`config.mk`:
```
export PLATFORM = sky130hd
export DESIGN_NAME = mux_scan_reg
export DESIGN_NICKNAME = d
export VERILOG_FILES = /design/src/rtl/mux_scan_reg.sv
export SDC_FILE = /design/constraint.sdc
export NUM_CORES = 1
export LEC_CHECK = 0
export ABC_CLOCK_PERIOD_IN_PS = 1700
export BUFFER_PORTS_ARGS = -buffer_cell sky130_fd_sc_hd__buf_2
export CORE_MARGIN = 2
export CORE_UTILIZATION = 44
export CTS_CLUSTER_DIAMETER = 30
export DETAILED_ROUTE_END_ITERATION = 8
export PLACE_DENSITY = 0.78
export RECOVER_POWER = 25
export SLEW_MARGIN = 5
export SYNTH_ARGS = -nofsm -noshare
export SYNTH_HDL_FRONTEND = slang
export SYNTH_SLANG_ARGS = --single-unit
```
`constraint.sdc`:
```
create_clock -name clk -period 1.7 [get_ports clk]
set_input_delay 0.17 -clock clk [delete_from_list [all_inputs] [get_ports clk]]
set_output_delay 0.17 -clock clk [all_outputs]
set_load 0.01 [all_outputs]
```
`src/rtl/mux_scan_reg.sv`:
```
// Registered N-channel data selector with manual select and dwell-timed
// round-robin auto-scan; y and ch always name the same channel.
module mux_scan_reg #(
  parameter  int unsigned WIDTH = 4,
  parameter  int unsigned NCH   = 4,
  parameter  int unsigned DWELL = 8,
  localparam int unsigned SELW  = $clog2(NCH)
) (
  input  logic                 clk,
  input  logic                 reset,
  input  logic                 en,
  input  logic                 mode,
  input  logic [SELW-1:0]      sel,
  input  logic [NCH*WIDTH-1:0] d,
  output logic [WIDTH-1:0]     y,
  output logic [SELW-1:0]      ch,
  output logic                 ch_change,
  output logic                 scan_wrap
);

  localparam int unsigned CNTW = $clog2(DWELL) + 1;

  logic [CNTW-1:0]  cnt;
  logic [CNTW-1:0]  cnt_next_c;
  logic [SELW-1:0]  ch_next_c;
  logic             wrap_next_c;
  logic [WIDTH-1:0] y_next_c;
  logic [WIDTH-1:0] chan [NCH];

  // Unpack the channel bus so the output mux indexes whole channels
  for (genvar k = 0; k < NCH; k++) begin : g_chan
    assign chan[k] = d[k*WIDTH +: WIDTH];
  end

  // Next channel / dwell counter; wrap is explicit so odd NCH stays legal
  always_comb begin
    ch_next_c   = ch;
    cnt_next_c  = '0;
    wrap_next_c = 1'b0;
    if (!mode) begin
      if (32'(sel) < NCH) ch_next_c = sel;
    end else if (32'(cnt) == DWELL - 32'd1) begin
      if (32'(ch) == NCH - 32'd1) begin
        ch_next_c   = '0;
        wrap_next_c = 1'b1;
      end else begin
        ch_next_c = ch + SELW'(1);
      end
    end else begin
      cnt_next_c = cnt + CNTW'(1);
    end
  end

  assign y_next_c = chan[ch_next_c];

  // Output and state registers; en low freezes state and drops the pulses
  always_ff @(posedge clk or negedge reset) begin
    if (!reset) begin
      y         <= '0;
      ch        <= '0;
      cnt       <= '0;
      ch_change <= 1'b0;
      scan_wrap <= 1'b0;
    end else if (en) begin
      y         <= y_next_c;
      ch        <= ch_next_c;
      cnt       <= cnt_next_c;
      ch_change <= (ch_next_c != ch);
      scan_wrap <= wrap_next_c;
    end else begin
      ch_change <= 1'b0;
      scan_wrap <= 1'b0;
    end
  end

endmodule

```
# After elaboration in Yosys (flattened, before gate mapping)
# Cells that the tools add are included.
dict set report totals {
  word_cells 25
  reg_bits 12
  in_bits 22
}
dict set report classes {
  bitwise 1
  n_eq_ne 3
  muxes 13
  magnitude_cmp 1
  addsub 2
}
# op n
set ops {}
lappend ops {{$mux 4} 4}
lappend ops {{$bmux 4 s2} 1}
lappend ops {{$mux 2} 3}
lappend ops {{$mux 1} 5}
lappend ops {{$add 4x1->4 const B} 1}
lappend ops {{$eq 4x3->1 const B} 1}
lappend ops {{$ge 3x3->1 const B} 1}
lappend ops {{$not 2->3} 1}
lappend ops {{$add 2x1->2 const B} 1}
lappend ops {{$eq 2x2->1 const B} 1}
lappend ops {{$ne 2x2->1} 1}

# Depth between registers and ports, before layout
# Gate-level depths: netlist of the first run.
dict set report logic_depth {
  depth_word 8
  mapped_depth 7
  mapped_depth_nobuf 6
}

# Worst setup path after synthesis of the first run
# Ideal clock, no wire load.
dict set report synth_timing {
  path_kind {flip-flop to flip-flop}
  from {register cnt[0]}
  to {register y[3]}
  path_slack_ns -0.131
  synth_period_minus_slack_ns 1.831
  t_arrival_ns 1.732
  n_path_buf 1
  required_time_ns 1.601
  setup_time_ns 0.099
  path_stages_with_launch 7
  cell_sequence {dfrtp_1 -> ha_1 -> and3b_1 -> buf_6 -> mux2_4 -> o2111a_1 -> a311oi_1}
}
dict set report synth_via {
  elab_chain_cells 7
}
# element line
set synth_lines {}
lappend synth_lines {{start, declared} 23} ;# logic [CNTW-1:0] cnt;
lappend synth_lines {{start signal, assigned} 67} ;# cnt <= cnt_next_c;
lappend synth_lines {{$eq 4x3->1} 42} ;# end else if (32'(cnt) == DWELL - 32'd1) begin
lappend synth_lines {{$mux 2} 42}
lappend synth_lines {{$mux 2} 40} ;# if (!mode) begin
lappend synth_lines {{$not 2->3 (not written as such)} 54} ;# assign y_next_c = chan[ch_next_c];
lappend synth_lines {{$bmux 4 s2} 54}
lappend synth_lines {{$mux 4 (not written as such) (2 in series)} 54}
lappend synth_lines {{end signal, assigned} 65} ;# y <= y_next_c;
lappend synth_lines {{end, declared} 15} ;# output logic [WIDTH-1:0] y,
# No other way between the ends. The select of a mux whose other input is x is not followed.
# A chain may end at the register's enable or synchronous reset.

# Worst setup path in the final report of the first run
dict set report layout_timing {
  from {register cnt[1]}
  to {register y[1]}
}
# The elaborated chain is that of the path after synthesis.

==> results.txt, run 1 <==
For the total count of hold-check failures in the final report, the log shows 0. Detailed routing placed a total of 139 um of wire on met3. The tools report the destination of the worst register-to-register timing path as y[1]. The net count reported at finish was 169.

The routed wirelength normalized by instance count came out at 15.48 um. The compound-cell area share of the yosys netlist was 0.2541. The total setup violations reported at the end of the flow is 4, and the post-layout minimum cycle time is 1.821 ns. The repair_antennas step left the layout with diodes totalling 0. Summing internal, switching and leakage power gives 1.017 mW.

In this run the remaining antenna-violating nets after routing total 0. The kind of end point of the critical path was a register. When the netlist entered floorplanning its net count stood at 122. The total negative setup slack is -0.3119 ns, and the ratio of final minimum period to clock period is 1.071. The tree is rooted in a sky130_fd_sc_hd__clkbuf_4. For this design the top-level I/O count stands at 30.

The post-placement cell area was 0.001185 mm^2. The number of slew-limit violations in the final report was 0; the share of post-route cells with drive strength above 1 was 0.4861. The clock-pin slew of the registers on the worst-case setup and hold paths was 0.09 ns; the maximum fanout along the worst path was 6.

The insertion delay of the later-clocked pin in the worst-skew pair was 0.27 ns; the met1 layer wirelength in the final routing was 1092 um. The mux contribution to synthesized area is 0.05387. The type of the worst min-delay path was in2reg. Entering global routing, the biggest net connects 15 pins.

From bottom edge to top edge, the die measures 49.38 um. The tools report the routability congestion estimate as 0.8635. The checks that failed: setup timing.

In this run the most critical hold path is launched from d[14]. The share of the yosys chip area belonging to registers is 0.3315. The first global-routing pass estimated 4160 um of wire. The power per cell area is 788.1 mW/mm^2. The area of the placeable core is 0.001942 mm^2. The final worst-path setup slack was -0.1211 ns; the average footprint of a synthesized cell was 9.244 um^2. The run gives 163 as the number of placed instances with taps included.

After detailed routing, the met2 layer carries 1391 um of wire. The floorplan step set the die width to 49.38 um. The share of synthesized cell area in and, or, nand and nor gates was 0.2445; the number of non-filler instances in the completed layout was 171.

The number of H-tree branching levels was 1; the fraction of synthesis flops using an asynchronous set or reset pin was 1.000. Summed over all instances, the cell type with the most area after synthesis is sky130_fd_sc_hd__dfrtp_1. For the utilization after layout, the log shows 0.6643.

The worst-case vdd ir drop was 633.1 uV; the fmax was 0.5491 GHz. By area, the combinational part of the netlist is dominated by compound AO/OA/AOI/OAI gates. Measured slew at the worst slew-check pin: 0.6587 ns.

The run gives 0.4665 as the initial cell density of the core. The tools report the number of max-cap violations as 0. Synthesis inferred 12 register bits. The run gives 905.9 um^2 as the cell area after synthesis. Summing all non-filler instances in the final layout gives an area of 0.001290 mm^2. Total clock sinks: 12. The adder-cell area share of the yosys netlist is 0.02762.

The run finished, with violations left. Kind of critical path: reg2reg. For the worst clock skew, the log shows 0.006215 ns. The run gives 167 as the count of fill cells added during filler insertion.

The number of clock buffers added by TritonCTS is 3. During synthesis, Yosys emitted a total of 0 warnings. The floorplan has 16 rows. After synthesis, the cell types taking the most area are sky130_fd_sc_hd__dfrtp_1 (33%), sky130_fd_sc_hd__a21o_1 (3.3%), sky130_fd_sc_hd__nor2_1 (3.3%).

For the cell count after synthesis, the log shows 98. The number of detailed-route iterations in the first pass is 4, and the leakage power is 0.6160 nW. After detailed routing, the number of vias per cell comes to 5.649. Signal routing reaches up to met4. After detailed routing, the total wire length is 2647 um.

In this run, the number of DRC markers left after iteration 0 of detailed routing was 27. The count of cells along the worst hold path was 3; the die outline area was 0.002438 mm^2. Post-synthesis share of cell area spent on xor and xnor gates: 0.02901. The number of port buffers was 29. The top cell types in the final layout, fill and taps aside, are sky130_fd_sc_hd__buf_2 (28), sky130_fd_sc_hd__buf_4 (15), sky130_fd_sc_hd__dfrtp_1 (10), sky130_fd_sc_hd__nor2_1 (7).

The via count was 966; the unique cell type count in the Yosys netlist was 44. The required time of the critical path came out at 1.86 ns. Setup repair after global routing could not meet its margin everywhere.

The worst hold path terminates at y[2]. The top-area cell type share of the netlist area works out to 0.3315. Counting cells, the worst reg-to-reg path comes to 6. The tools report the worst slew margin relative to its limit as 0.5609. Most common cell after layout, fill and taps aside: sky130_fd_sc_hd__buf_2. The detailed placer's ending HPWL was 1993 um. The area overhead of the layout relative to synthesis is 42.40%. TritonCTS built the clock tree.

Across all register-to-register paths, the minimum setup slack is -0.12 ns. At the worst endpoint, the arrival time is 1.98 ns. In this run the critical register-to-register path is launched from cnt[1].

The element type at the critical path start is a register. The most used flip-flop cell after synthesis is sky130_fd_sc_hd__dfrtp_1. After global routing the overflow that remains totals 0.

For the global-route usage over all layers, the log shows 0.2241. The number of global-route vias before repair is 940. The initial antenna violation count is 0, and the residual DRC count is 0. The longest clock path from root to sink contains 2 buffers. Yosys mapped a number of flops with a built-in enable equal to 0.
## worst max-delay path: stages, from the launching register on
cell,delay (ns)
sky130_fd_sc_hd__dfrtp_1,0.39
sky130_fd_sc_hd__ha_2,0.19
sky130_fd_sc_hd__and3b_2,0.26
sky130_fd_sc_hd__mux2_4,0.36
sky130_fd_sc_hd__nor2_8,0.15
sky130_fd_sc_hd__mux2i_2,0.26
sky130_fd_sc_hd__a211oi_2,0.10
## per-layer routing
layer	vias up	global-route usage
met4	0	0.08333
li1	462	-
met2	31	0.3806
met5	-	0
met3	4	0.04601
met1	469	0.2791
## flip-flops by register name (all words and copies together), names as in the netlist
signal,cells
ch,2
scan_wrap,1
cnt,4
y,4
ch_change,1
## synthesized netlist by cell type (2+ instances only)
library cell                n
sky130_fd_sc_hd__nand3_1    5
sky130_fd_sc_hd__nand2_1    6
sky130_fd_sc_hd__buf_6      2
sky130_fd_sc_hd__o21ai_0    5
sky130_fd_sc_hd__a211oi_1   2
sky130_fd_sc_hd__o311a_1    2
sky130_fd_sc_hd__and4b_1    2
sky130_fd_sc_hd__dfrtp_1   12
sky130_fd_sc_hd__nand2b_1   4
sky130_fd_sc_hd__mux2i_1    2
sky130_fd_sc_hd__nor3_1     2
sky130_fd_sc_hd__ha_1       2
sky130_fd_sc_hd__and2_1     2
sky130_fd_sc_hd__xor2_1     2
sky130_fd_sc_hd__a21oi_1    5
sky130_fd_sc_hd__inv_1      4
sky130_fd_sc_hd__a21o_1     4
sky130_fd_sc_hd__nor2_1     8
sky130_fd_sc_hd__a22o_1     2
## kinds of logic after synthesis
kind of cell,count (synthesis)
AO/OA/AOI/OAI,31
XOR/XNOR,3
adder cells (fa/ha/maj),2
buffers and inverters,9
flip-flops,12
multiplexers,4
AND/OR/NAND/NOR,37
## metrics by stage
stage | setup WS [ns] | hold slack (ns)
after floorplan | -0.02452 | -0.1256
after global placement | -0.1127 | 0.06262
after detailed placement | -0.2047 | 0.06469
after CTS | -0.07942 | 0.1721
after global routing | -0.1655 | 0.1731
final | -0.1211 | 0.1527
## area by class of cell
cell class	count	area, um^2	area share
clock buffer	4	36.28	0.02813
inverter	5	18.77	0.01455
multi-input combinational	77	620.6	0.4811
sequential	12	302.8	0.2347
tap	27	33.78	0.02619
timing repair buffer	46	277.8	0.2153
## what timing repair did
action	CTS	global route
endpoints found under the setup margin	6	7
buffers inserted	2	1
hold buffers	1	0
pin swaps	4	4
resized for setup	4	6
endpoints found under the hold margin	12	0
## worst max-delay path by stage
stage / start / end / slack [ns] / depth (start not counted)
CTS: cnt[1] / y[1] / -0.08 / 6
finish: cnt[1] / y[1] / -0.12 / 6
detailed placement: cnt[0] / y[1] / -0.20 / 6
floorplan: cnt[0] / y[2] / -0.02 / 7
global placement: cnt[1] / y[0] / -0.11 / 6
global route: cnt[1] / y[2] / -0.17 / 6
## report_power, final
part           switching (mW)  internal (mW)  leakage (nW)  total (mW)
combinational           0.208          0.212         0.449       0.419
clock                   0.103          0.130        0.0210       0.233
sequential             0.0319          0.332         0.146       0.364
total                   0.342          0.674         0.616        1.02
(Power assumes the default switching activity.)
==> run 2, diff against run 1 <==
--- a/config.mk
+++ b/config.mk
@@ -5,14 +5,15 @@
 export SDC_FILE = /design/constraint.sdc
 export NUM_CORES = 1
 export LEC_CHECK = 0
-export ABC_CLOCK_PERIOD_IN_PS = 1700
+export ABC_CLOCK_PERIOD_IN_PS = 1810
 export BUFFER_PORTS_ARGS = -buffer_cell sky130_fd_sc_hd__buf_2
 export CORE_MARGIN = 2
-export CORE_UTILIZATION = 44
+export CORE_UTILIZATION = 45
 export CTS_CLUSTER_DIAMETER = 30
 export DETAILED_ROUTE_END_ITERATION = 8
-export PLACE_DENSITY = 0.78
+export PLACE_DENSITY = 0.76
 export RECOVER_POWER = 25
+export REMOVE_ABC_BUFFERS = 1
 export SLEW_MARGIN = 5
 export SYNTH_ARGS = -nofsm -noshare
 export SYNTH_HDL_FRONTEND = slang
==> constraint.sdc (replaced) <==
create_clock -name clk -period 1.81 [get_ports clk]
set_input_delay 0.181 -clock clk [delete_from_list [all_inputs] [get_ports clk]]
set_output_delay 0.181 -clock clk [all_outputs]
set_load 0.01 [all_outputs]
==> run 2 against run 1 <==
The run still ends with setup timing left. Register-to-register slack better by 0.098 ns. Utilization shrank 1.1 points. Sequential share of layout area up 0.43 points. Routed wire length decreased by 8.3%. Non-clock buffer count unchanged. Hold slack improved by 0.027 ns. Cell area shrank 2.6%. Maximum frequency is 0.65% lower. Critical path depth is the same. Power fell by 8.3%. Sequential power down 8.2%. Critical path type unchanged. Critical endpoint is now y[3]. Largest cell class unchanged. Largest power group unchanged. Highest routed layer is now met3.
==> results.txt, run 2 (synthesized netlist as in run 1, its figures left out) <==
The initial cell density of the core was 0.4714 (+0.004859). The I/O pin total was 30 (unchanged); the total count of hold-check failures in the final report was 0 (unchanged). The remaining antenna violation count is 0 (unchanged), and the number of detailed-route iterations in the first pass is 4 (unchanged). The worst setup path is launched from a register. For the total length of routed wires, the log shows 2426 um (-8.3%). The kind of end point of the critical path is a register. The remaining global-route overflow was 0 (unchanged); the total setup violations reported at the end of the flow was 3 (-1). The routed wirelength normalized by instance count was 14.19 um (-8.3%); the count of buffering cells on the critical path with inverters included was 0 (unchanged).

The post-placement cell area was 0.001140 mm^2 (-3.8%); the die outline area was 0.002388 mm^2 (-2.1%). CTS placed an instance of sky130_fd_sc_hd__clkbuf_4 at the clock tree root. First-pass GRT wire length: 4091 um (-1.7%).

The number of CTS-inserted buffers is 3 (unchanged). The post-layout minimum cycle time is 1.833 ns (+0.01189 ns), and the number of DRC markers in iteration 0 is 26 (-3.7%). The logs give 1.95 ns (+0.09 ns) for the required time of the critical path and 2 (unchanged) for the worst-case clock buffer depth.

The ratio of final minimum period to clock period works out to 1.013 (-0.05853). The worst setup path is of the reg2reg kind. Setup repair after global routing could not meet its margin everywhere. The logs give -0.05139 ns (+0.2605 ns) for the total negative setup slack and 0.001256 mm^2 (-2.6%) for the final design instance area without fill.

The worst reg2reg path depth works out to 6 (unchanged). The type of the worst min-delay path was in2reg. The start point of the worst hold path was d[14]. The kind of cell adding the most delay to the critical path was compound AO/OA/AOI/OAI gates. The worst hold path terminates at y[2].

The logs give -0.02 ns (+0.10 ns) for the setup slack of the most critical reg-to-reg path and 1719 um (-14%) for the detailed placer's ending HPWL. Number of non-filler instances in the completed layout: 171 (unchanged). The number of port buffers is 29 (unchanged). The vias per cell is 5.491 (-2.8%), and the insertion delay of the later-clocked pin in the worst-skew pair is 0.28 ns (about the same). The fmax was 0.5456 GHz (-0.65%). The area overhead of the layout relative to synthesis was 38.67%. The final worst-path setup slack is -0.02294 ns (+0.09811 ns), and the worst-case vdd ir drop is 413.7 uV (-35%). The highest-delay cell along the critical path is sky130_fd_sc_hd__dfrtp_1. The total clock sinks is 12 (unchanged), and the count of fill cells added during filler insertion is 172 (+3.0%). Beginning of the worst register-to-register path: cnt[1]. Leaving out fill and tap cells, the most frequent cells in the layout are sky130_fd_sc_hd__buf_2 (28), sky130_fd_sc_hd__buf_4 (16), sky130_fd_sc_hd__dfrtp_1 (12), sky130_fd_sc_hd__nor2_1 (7), sky130_fd_sc_hd__nand2_1 (6). For the maximum number of pins on one net before global-route repair, the log shows 15 (unchanged). TritonCTS built the clock tree. The clock-pin slew of the registers on the worst-case setup and hold paths was 0.09 ns (about the same).

The maximum fanout along the worst path was 6 (unchanged); the residual DRC count was 0 (unchanged). The logs give 0 (unchanged) for the number of max-cap violations and 1.97 ns (about the same) for the arrival time of data at the critical path endpoint. The tightest hold margin was 0.1798 ns (+0.02703 ns); the number of slew-limit violations in the final report was 0 (unchanged). Via count: 939 (-2.8%). The final reports fail on setup timing. The run gives 0 (unchanged) as the antenna diode instance count. Most common cell after layout, fill and taps aside: sky130_fd_sc_hd__buf_2. The worst slew margin relative to its limit was 0.5341 (-0.02673); the initial antenna violation count was 0 (unchanged). The floorplan die width was 48.87 um (-1.0%). The measured slew at the worst slew-check pin is 0.6988 ns (+0.04009 ns). The area of the placeable core is 0.001922 mm^2 (-1.0%). The routability congestion estimate was 0.8530 (-1.2%); the number of H-tree branching levels was 1 (unchanged). The count of cells along the worst hold path is 3 (unchanged). The largest stage delay on the critical path came out at 0.40 ns (about the same). Destination of the worst register-to-register timing path: y[3]. The critical path goes through ha_2 -> and3b_2 -> mux2_4 -> o21ai_0 -> o2111a_1 -> a311oi_1.

The tools report the number of placed instances with taps included as 162 (-0.61%). The tools report the leakage power as 0.6181 nW (+0.33%). The worst clock skew is 0.005712 ns (-0.0005027 ns), and the worst slack at placement is -0.09413 ns (+0.1105 ns).

The net count reported at finish is 169 (unchanged). In the final layout, the registers with the most flip-flops are cnt x4, y x4, ch x2. The tools report the number of global-route vias before repair as 924 (-1.7%). The y dimension of the die was 48.87 um (-1.0%). The run finished, with violations left. The number of cell rows is 16 (unchanged), and the power per cell area is 742.1 mW/mm^2 (-5.8%). The tools report the global-route usage over all layers as 0.2171 (-0.006958). Share of post-route cells with drive strength above 1: 0.4444 (-0.04167).
==> run 2: worst max-delay path by stage <==
stage	start	to	slack, ns	depth (start not counted)
3_3_place_gp	cnt[0]	y[0]	-0.02	6
6_report	cnt[1]	y[3]	-0.02	6
3_5_place_dp	cnt[1]	y[1]	-0.09	6
5_1_grt	cnt[1]	y[3]	-0.09	6
4_1_cts	cnt[0]	y[1]	-0.007	6
2_1_floorplan	cnt[0]	y[0]	-0.04	6
==> run 2: metrics by stage <==
stage / util / power (mW)
2_1_floorplan: - / 0.5240
3_3_place_gp: 0.5931 / 0.6605
3_5_place_dp: 0.5931 / 0.6730
4_1_cts: 0.6341 / 0.9128
5_1_grt: 0.6536 / 0.9891
6_report: 0.6536 / 0.9322
==> run 2: power breakdown <==
group / switching [mW] / leakage (nW) / internal, mW
registers: 0.0231 / 0.148 / 0.311
logic: 0.185 / 0.449 / 0.189
clock network: 0.101 / 0.0210 / 0.122
total: 0.310 / 0.618 / 0.622
==> run 2: final cells by class <==
cell class              instances  area, um^2  area share
multi-input cells              77       593.1      0.4721
flip-flops and latches         12       300.3      0.2390
repair buffers                 46       274.0      0.2181
clock buffers                   4       36.28     0.02888
well taps                      27       33.78     0.02689
inverters                       5       18.77     0.01494
==> run 2: worst reg2reg max path, cell delays in order (launching register included) <==
cell and delay (ns):
sky130_fd_sc_hd__dfrtp_1 0.40, sky130_fd_sc_hd__ha_2 0.19, sky130_fd_sc_hd__and3b_2 0.27, sky130_fd_sc_hd__mux2_4 0.37, sky130_fd_sc_hd__o21ai_0 0.22, sky130_fd_sc_hd__o2111a_1 0.20
sky130_fd_sc_hd__a311oi_1 0.05
==> run 2: per-layer routing <==
layer,part of all wire,track usage
met1,0.42,0.2671
met3,0.079,0.04601
met4,0,0.08571
met2,0.50,0.3699
met5,0,0
==> run 2: timing repair <==
action	in CTS	in global routing
gates resized for setup	3	6
endpoints found under the setup margin	4	5
pin swaps	3	7
endpoints found under the hold margin	12	0
hold buffers	1	0
buffers inserted	2	2
